**src/rtl/nes_mem_sched.sv**
```systemverilog
// nes_mem_sched: memory-slot scheduler between the ROM loader, the NES core and SDRAM.
// Owns the 4-phase NES clock-enable counter, buffers loader bytes in a small FIFO
// and issues them one per slot, and muxes the SDRAM port between loader and CPU/PPU.
// Optional statistics counters are enabled by defining NES_MEM_SCHED_STATS_EN.
module nes_mem_sched #(
    parameter int unsigned DEPTH = 4,
    parameter int unsigned AW    = 22
) (
    input  logic          clk,
    input  logic          nreset,
    input  logic          hold,
    input  logic          downloading,
    input  logic          ld_wr,
    input  logic [AW-1:0] ld_addr,
    input  logic [7:0]    ld_data,
    output logic          ld_full,
    output logic          ld_ovf,
    input  logic [AW-1:0] cpu_addr,
    input  logic          cpu_wr,
    input  logic          cpu_rd,
    input  logic          ppu_rd,
    input  logic [7:0]    cpu_dout,
    output logic [1:0]    nes_ce,
    output logic          run_nes,
    output logic          nes_reset,
    output logic          sd_clkref,
    output logic [AW-1:0] sd_addr,
    output logic [7:0]    sd_din,
    output logic          sd_we,
    output logic          sd_oeA,
    output logic          sd_oeB
`ifdef NES_MEM_SCHED_STATS_EN
    ,
    output logic [23:0]   ld_count,
    output logic [7:0]    ovf_count
`endif
);

    localparam int unsigned PW = (DEPTH > 1) ? $clog2(DEPTH) : 1;
    localparam int unsigned CW = PW + 1;
    localparam int unsigned EW = AW + 8;

    typedef enum logic [1:0] {S_HOLD, S_RUN, S_LOAD, S_DRAIN} state_t;

    state_t        state_q, state_d;
    logic [1:0]    ce_q, ce_d;
    logic [EW-1:0] mem_q [DEPTH];
    logic [PW-1:0] wr_ptr_q, wr_ptr_d, rd_ptr_q, rd_ptr_d;
    logic [CW-1:0] cnt_q, cnt_d;
    logic          wr_act_q, wr_act_d;
    logic [AW-1:0] addr_q, addr_d;
    logic [7:0]    din_q, din_d;
    logic          ovf_q, ovf_d;
    logic          dl_q, dl_d;

    logic          boundary, loading, empty, full;
    logic          pop, bypass, issue, push, drop, dl_rise;
    logic [EW-1:0] head;

    // State and datapath registers; reset aborts any in-flight write and empties the FIFO
    always_ff @(posedge clk or negedge nreset) begin
        if (!nreset) begin
            state_q  <= S_HOLD;
            ce_q     <= 2'd0;
            wr_ptr_q <= '0;
            rd_ptr_q <= '0;
            cnt_q    <= '0;
            wr_act_q <= 1'b0;
            addr_q   <= '0;
            din_q    <= '0;
            ovf_q    <= 1'b0;
            dl_q     <= 1'b0;
        end else begin
            state_q  <= state_d;
            ce_q     <= ce_d;
            wr_ptr_q <= wr_ptr_d;
            rd_ptr_q <= rd_ptr_d;
            cnt_q    <= cnt_d;
            wr_act_q <= wr_act_d;
            addr_q   <= addr_d;
            din_q    <= din_d;
            ovf_q    <= ovf_d;
            dl_q     <= dl_d;
        end
    end

    // FIFO storage; contents are don't-care while the count is zero
    always_ff @(posedge clk) begin
        if (push) begin
            mem_q[wr_ptr_q] <= {ld_addr, ld_data};
        end
    end

    // Phase counter, FIFO bookkeeping and loader issue; an empty FIFO at a slot boundary
    // forwards a same-cycle byte directly so the ld_wr -> sd_we latency stays within 1..4 clk
    always_comb begin
        boundary = (ce_q == 2'd3);
        loading  = (state_q == S_LOAD) || (state_q == S_DRAIN);
        empty    = (cnt_q == '0);
        full     = (cnt_q == CW'(DEPTH));
        head     = mem_q[rd_ptr_q];
        pop      = boundary && loading && !empty;
        bypass   = boundary && loading && empty && ld_wr;
        issue    = pop || bypass;
        push     = ld_wr && !bypass && (!full || pop);
        drop     = ld_wr && full && !pop;
        dl_rise  = downloading && !dl_q;

        ce_d     = ce_q + 2'd1;
        wr_ptr_d = push ? wr_ptr_q + PW'(1) : wr_ptr_q;
        rd_ptr_d = pop ? rd_ptr_q + PW'(1) : rd_ptr_q;
        cnt_d    = cnt_q + CW'(push) - CW'(pop);
        wr_act_d = boundary ? issue : wr_act_q;
        dl_d     = downloading;

        addr_d = addr_q;
        din_d  = din_q;
        if (state_q == S_RUN) begin
            addr_d = cpu_addr;
            din_d  = cpu_dout;
        end else if (pop) begin
            addr_d = head[EW-1:8];
            din_d  = head[7:0];
        end else if (bypass) begin
            addr_d = ld_addr;
            din_d  = ld_data;
        end

        ovf_d = ovf_q;
        if (drop) begin
            ovf_d = 1'b1;
        end else if (dl_rise) begin
            ovf_d = 1'b0;
        end
    end

    // Next-state logic, evaluated only at slot boundaries
    always_comb begin
        state_d = state_q;
        if (boundary) begin
            case (state_q)
                S_HOLD: begin
                    if (downloading) state_d = S_LOAD;
                    else if (!hold)  state_d = S_RUN;
                end
                S_RUN: begin
                    if (downloading) state_d = S_LOAD;
                    else if (hold)   state_d = S_HOLD;
                end
                S_LOAD: begin
                    if (!downloading) state_d = S_DRAIN;
                end
                S_DRAIN: begin
                    if (downloading)          state_d = S_LOAD;
                    else if (empty && !bypass) state_d = S_HOLD;
                end
                default: state_d = S_HOLD;
            endcase
        end
    end

    // Output mux: CPU/PPU passthrough in RUN, registered loader write otherwise
    always_comb begin
        sd_addr   = addr_q;
        sd_din    = din_q;
        sd_we     = 1'b0;
        sd_oeA    = 1'b0;
        sd_oeB    = 1'b0;
        case (state_q)
            S_RUN: begin
                sd_addr = cpu_addr;
                sd_din  = cpu_dout;
                sd_we   = cpu_wr;
                sd_oeA  = cpu_rd;
                sd_oeB  = ppu_rd;
            end
            S_LOAD, S_DRAIN: sd_we = wr_act_q;
            default: ;
        endcase
        nes_ce    = ce_q;
        sd_clkref = ce_q[1];
        run_nes   = boundary && (state_q == S_RUN) && !hold;
        nes_reset = (state_q == S_RUN) ? hold : 1'b1;
        ld_full   = full;
        ld_ovf    = ovf_q;
    end

`ifdef NES_MEM_SCHED_STATS_EN
    logic [23:0] ld_count_q, ld_count_d;
    logic [7:0]  ovf_count_q, ovf_count_d;

    // Saturating issued/dropped byte counters, cleared when a new download starts
    always_comb begin
        ld_count_d  = ld_count_q;
        ovf_count_d = ovf_count_q;
        if (dl_rise) begin
            ld_count_d  = '0;
            ovf_count_d = '0;
        end else begin
            if (issue && !(&ld_count_q)) ld_count_d  = ld_count_q + 24'd1;
            if (drop && !(&ovf_count_q)) ovf_count_d = ovf_count_q + 8'd1;
        end
    end

    // Statistics registers
    always_ff @(posedge clk or negedge nreset) begin
        if (!nreset) begin
            ld_count_q  <= '0;
            ovf_count_q <= '0;
        end else begin
            ld_count_q  <= ld_count_d;
            ovf_count_q <= ovf_count_d;
        end
    end

    assign ld_count  = ld_count_q;
    assign ovf_count = ovf_count_q;
`endif

endmodule
```
**config.mk**
```make
export PLATFORM = sky130hd
export DESIGN_NAME = nes_mem_sched
export DESIGN_NICKNAME = d
export VERILOG_FILES = /design/src/rtl/nes_mem_sched.sv
export SDC_FILE = /design/constraint.sdc
export NUM_CORES = 1
export LEC_CHECK = 0
export ABC_CLOCK_PERIOD_IN_PS = 2900
export CAP_MARGIN = 40
export CORE_ASPECT_RATIO = 0.6
export CORE_MARGIN = 5
export CORE_UTILIZATION = 39
export DETAILED_ROUTE_END_ITERATION = 7
export GPL_ROUTABILITY_DRIVEN = 0
export PLACE_DENSITY_LB_ADDON = 0.08
export SKIP_CTS_REPAIR_TIMING = 1
export SLEW_MARGIN = 20
export SYNTH_ARGS = -nofsm -noshare
export SYNTH_HDL_FRONTEND = slang
export SYNTH_SLANG_ARGS = --single-unit
```
**constraint.sdc**
```tcl
create_clock -name clk -period 2.9 [get_ports clk]
set_input_delay 0.58 -clock clk [delete_from_list [all_inputs] [get_ports clk]]
set_output_delay 0.58 -clock clk [all_outputs]
set_load 0.02 [all_outputs]
```
==> results by group <==
Yosys
  – Count of state elements after synthesis: between 150 and 200
  – Count of distinct cell types in the synthesized netlist: 41
  – Most numerous cell types in the synthesized netlist: 120 x edfxtp_1, 44 x dfrtp_1, 35 x nand2_1
  – Top area cells in the synthesized netlist: edfxtp_1 52%, dfrtp_1 16%, mux4_2 9.7%, mux2_2 5.0%, a2bb2oi_1 3.8%
  – Top-count cell post-synth: edfxtp_1
  – Count of flip-flops with a built-in enable after synthesis: 120
  – Share of async-settable or async-resettable flops after synthesis: 0.268
  – Post-Syn Area per Cell: 17.2 um^2
  – Synthesized net count: roughly 480
  – Share of the yosys chip area belonging to registers: 0.672
  – Fraction of synthesized cell area taken by the top area cell type: 0.515
  – Synthesized area: 7000 um^2
  – Most used flip-flop cell after synthesis: edfxtp_1
  – Synth Warn #: 0
  – Gate count after technology mapping: about 400
  – Cell type with the highest aggregate area in the netlist: edfxtp_1

Routing
  – Initial DRC count: roughly 240
  – DRT Pass-1 Iters: 4
  – Via total after detailed routing: 4,097
  – DRC Markers: 0
  – Detailed Route WL: ~16 mm
  – Drt wl/cell: around 21 um
  – Post-detailed-route count of antenna-violating nets: 0
  – DR vias/cell: between 5 and 6

Finish
  – Final-layout fill cell count: around 1.4k
  – Count of antenna diodes in the layout: 0
  – Footprint of the multi-input gates: about 2100 um^2
  – FF/Latch Area: roughly 4700 um^2
  – Share of cells above drive strength 1: 0.237
  – Count of placed standard cells in the final layout, fillers left out: 770
  – Area growth from synthesis to final layout: 29.1%
  – Layout net count: between 500 and 600

Job
  – Max-cap check violation count: 0

Placed design
  – Number of buffers inserted by port buffering: between 100 and 150
  – Post-placement setup slack: a little over 0.4 ns
  – Total half-perimeter wirelength after legalization and detailed placement: ~10 mm
  – Instance count after placement with tap cells included: 738

Critical path
  – Category of the worst setup path launch point: flop
  – Endpoint kind of the worst setup timing path: output pin
  – CP Data Required Time: approximately 2.3 ns
  – Critical setup path kind: reg2out
  – Max Fanout on Critical Path: 12
  – Worst EP arrival: roughly 2.3 ns

CTS
  – Clock tree root driver cell: clkbuf_16
  – Clock tree from TritonCTS: built
  – Clock edge transition at the registers on the reported setup and hold paths: 0.07 ns
  – Clock Latency Late Sink: 0.42 ns
  – H-Tree Level Count: 4
  – Number of sinks handled by clock tree synthesis: around 160
  – Maximum buffer depth of the clock tree: 2
  – Total clock buffers created by CTS: 17

STA
  – Total of endpoints with negative setup slack in the final report: 0
  – Post-route clock period utilization: 0.980
  – Slew at the pin with the worst max-slew slack: approximately 0.82 ns
  – Hold Violations, Final: 0
  – Timing-limited maximum frequency: about 0.35 GHz
  – Fin worst setup slack: 0.0582 ns
  – Final Skew: 0.0139 ns
  – Slew margin rel.: 0.452
  – Final Critical Period: between 2 and 3 ns
  – Final Max Slew Viols: 0

Power and ir drop
  – Peak supply drop: between 400 and 500 uV
  – Static leakage power: around 3.2 nW
  – Power density over cell area: 938 nW/um^2
  – Design Power: 8.48 mW

Floorplanning
  – Die Span X: between 150 and 200 um
  – Total I/O pin count: between 100 and 150
  – Core area: 17,400 um^2
  – Row Count: 37
  – Die outline area: approximately 21,000 um^2
  – Starting Density: 0.403
  – Vert. Die Dim: about 110 um

Outcome
  – Result of the run: complete, no violations

Global routing
  – Number of antenna violations at the first check in global routing: 0
  – Wire length of the first global-routing pass: about 25 mm
  – All-Layer GR Usage: 0.160
  – Maximum number of pins on one net before global-route repair: 33
  – Global route total overflow: 0
  – Via count of the first global-routing pass: between 4k and 5k

Min path
  – Worst Hold Class: in2async
worst max-delay path, cell delays in order, from the launching register on:
cell and delay [ns]:
dfrtp_1 0.36, buf_4 0.19, nand2b_1 0.12, buf_4 0.24, mux2_2 0.38, clkdlybuf4s50_1 0.55
where the power goes:
group,internal (mW),switching [mW]
clock network,1.30,0.970
logic,1.48,1.22
registers,3.17,0.342
total,5.95,2.53
worst paths after layout:
kind,start,endpoint,slack (ns),depth (start not counted)
min in group clk,nes_ce[0],nes_ce[0],0.46,1
max,state_q[1],sd_addr[0],0.06,5
max in group asynchronous,nreset,din_q[0],2.06,2
max reg2reg,nes_ce[0],cnt_q[2],0.60,7
min,nreset,addr_q[12],0.18,1
min reg2reg,nes_ce[0],nes_ce[0],0.46,1
metrics by stage:
| stage | setup TNS [ns] | instance area, um^2 | util | hold slack [ns] |
|---|---|---|---|---|
| floorplan | 0 | 7000 | - | 0.284 |
| global placement | 0 | 8400 | 0.484 | 0.437 |
| detailed placement | 0 | 8430 | 0.485 | 0.458 |
| CTS | -0.0407 | 9020 | 0.520 | 0.192 |
| global route | -0.0372 | 9040 | 0.521 | 0.209 |
| finish | 0 | 9040 | 0.521 | 0.176 |
routing by layer:
layer	vias to the layer above	global-route usage	routed length [um]
met1	2119	0.241	8150
met3	14	0.0335	728
li1	1853	-	-
met5	-	0	0
met4	0	0.0437	163
met2	111	0.237	7220
layout by cell type, fill, tap and decap left out, types with 4 or more instances in the layout:
| cell type | synthesis | routed |
|---|---|---|
| nand2_1 | 35 | 34 |
| inv_1 | 6 | 6 |
| clkbuf_16 | 0 | 17 |
| inv_6 | 0 | 6 |
| mux2_2 | 31 | 31 |
| buf_12 | 0 | 5 |
| mux4_2 | 30 | 30 |
| dfrtp_1 | 44 | 42 |
| and3b_2 | 0 | 4 |
| a211oi_1 | 30 | 30 |
| buf_4 | 5 | 14 |
| xnor2_1 | 4 | 4 |
| clkdlybuf4s50_1 | 0 | 100 |
| a2bb2oi_1 | 30 | 30 |
| dlymetal6s2s_1 | 0 | 6 |
| ha_1 | 6 | 6 |
| edfxtp_1 | 120 | 120 |
registers in the layout, summed over array words and instances, names as in the netlist, 2 cells and up:
name / cells
addr_q: 22
cnt_q: 3
din_q: 8
mem_q: 120
nes_ce: 2
rd_ptr_q: 2
state_q: 2
wr_ptr_q: 2
cell families after synthesis:
group / after synthesis / share of synthesized area
AOI/OAI and AO/OA: 75 / 0.0900
xor gates and xnor gates: 4 / 0.00501
adders and majority gates: 7 / 0.0136
buffers and inverters: 36 / 0.0288
DFF: 164 / 0.672
muxes: 61 / 0.146
and+or+nand+nor: 60 / 0.0438
layout make-up:
class,instances,area share
Tap cell,234,0.0324
Multi-Input combinational cell,207,0.233
Clock inverter,14,0.0183
Clock buffer,18,0.0475
Timing Repair Buffer,127,0.145
Sequential cell,164,0.521
Inverter,6,0.00249
(Power assumes the default switching activity.)
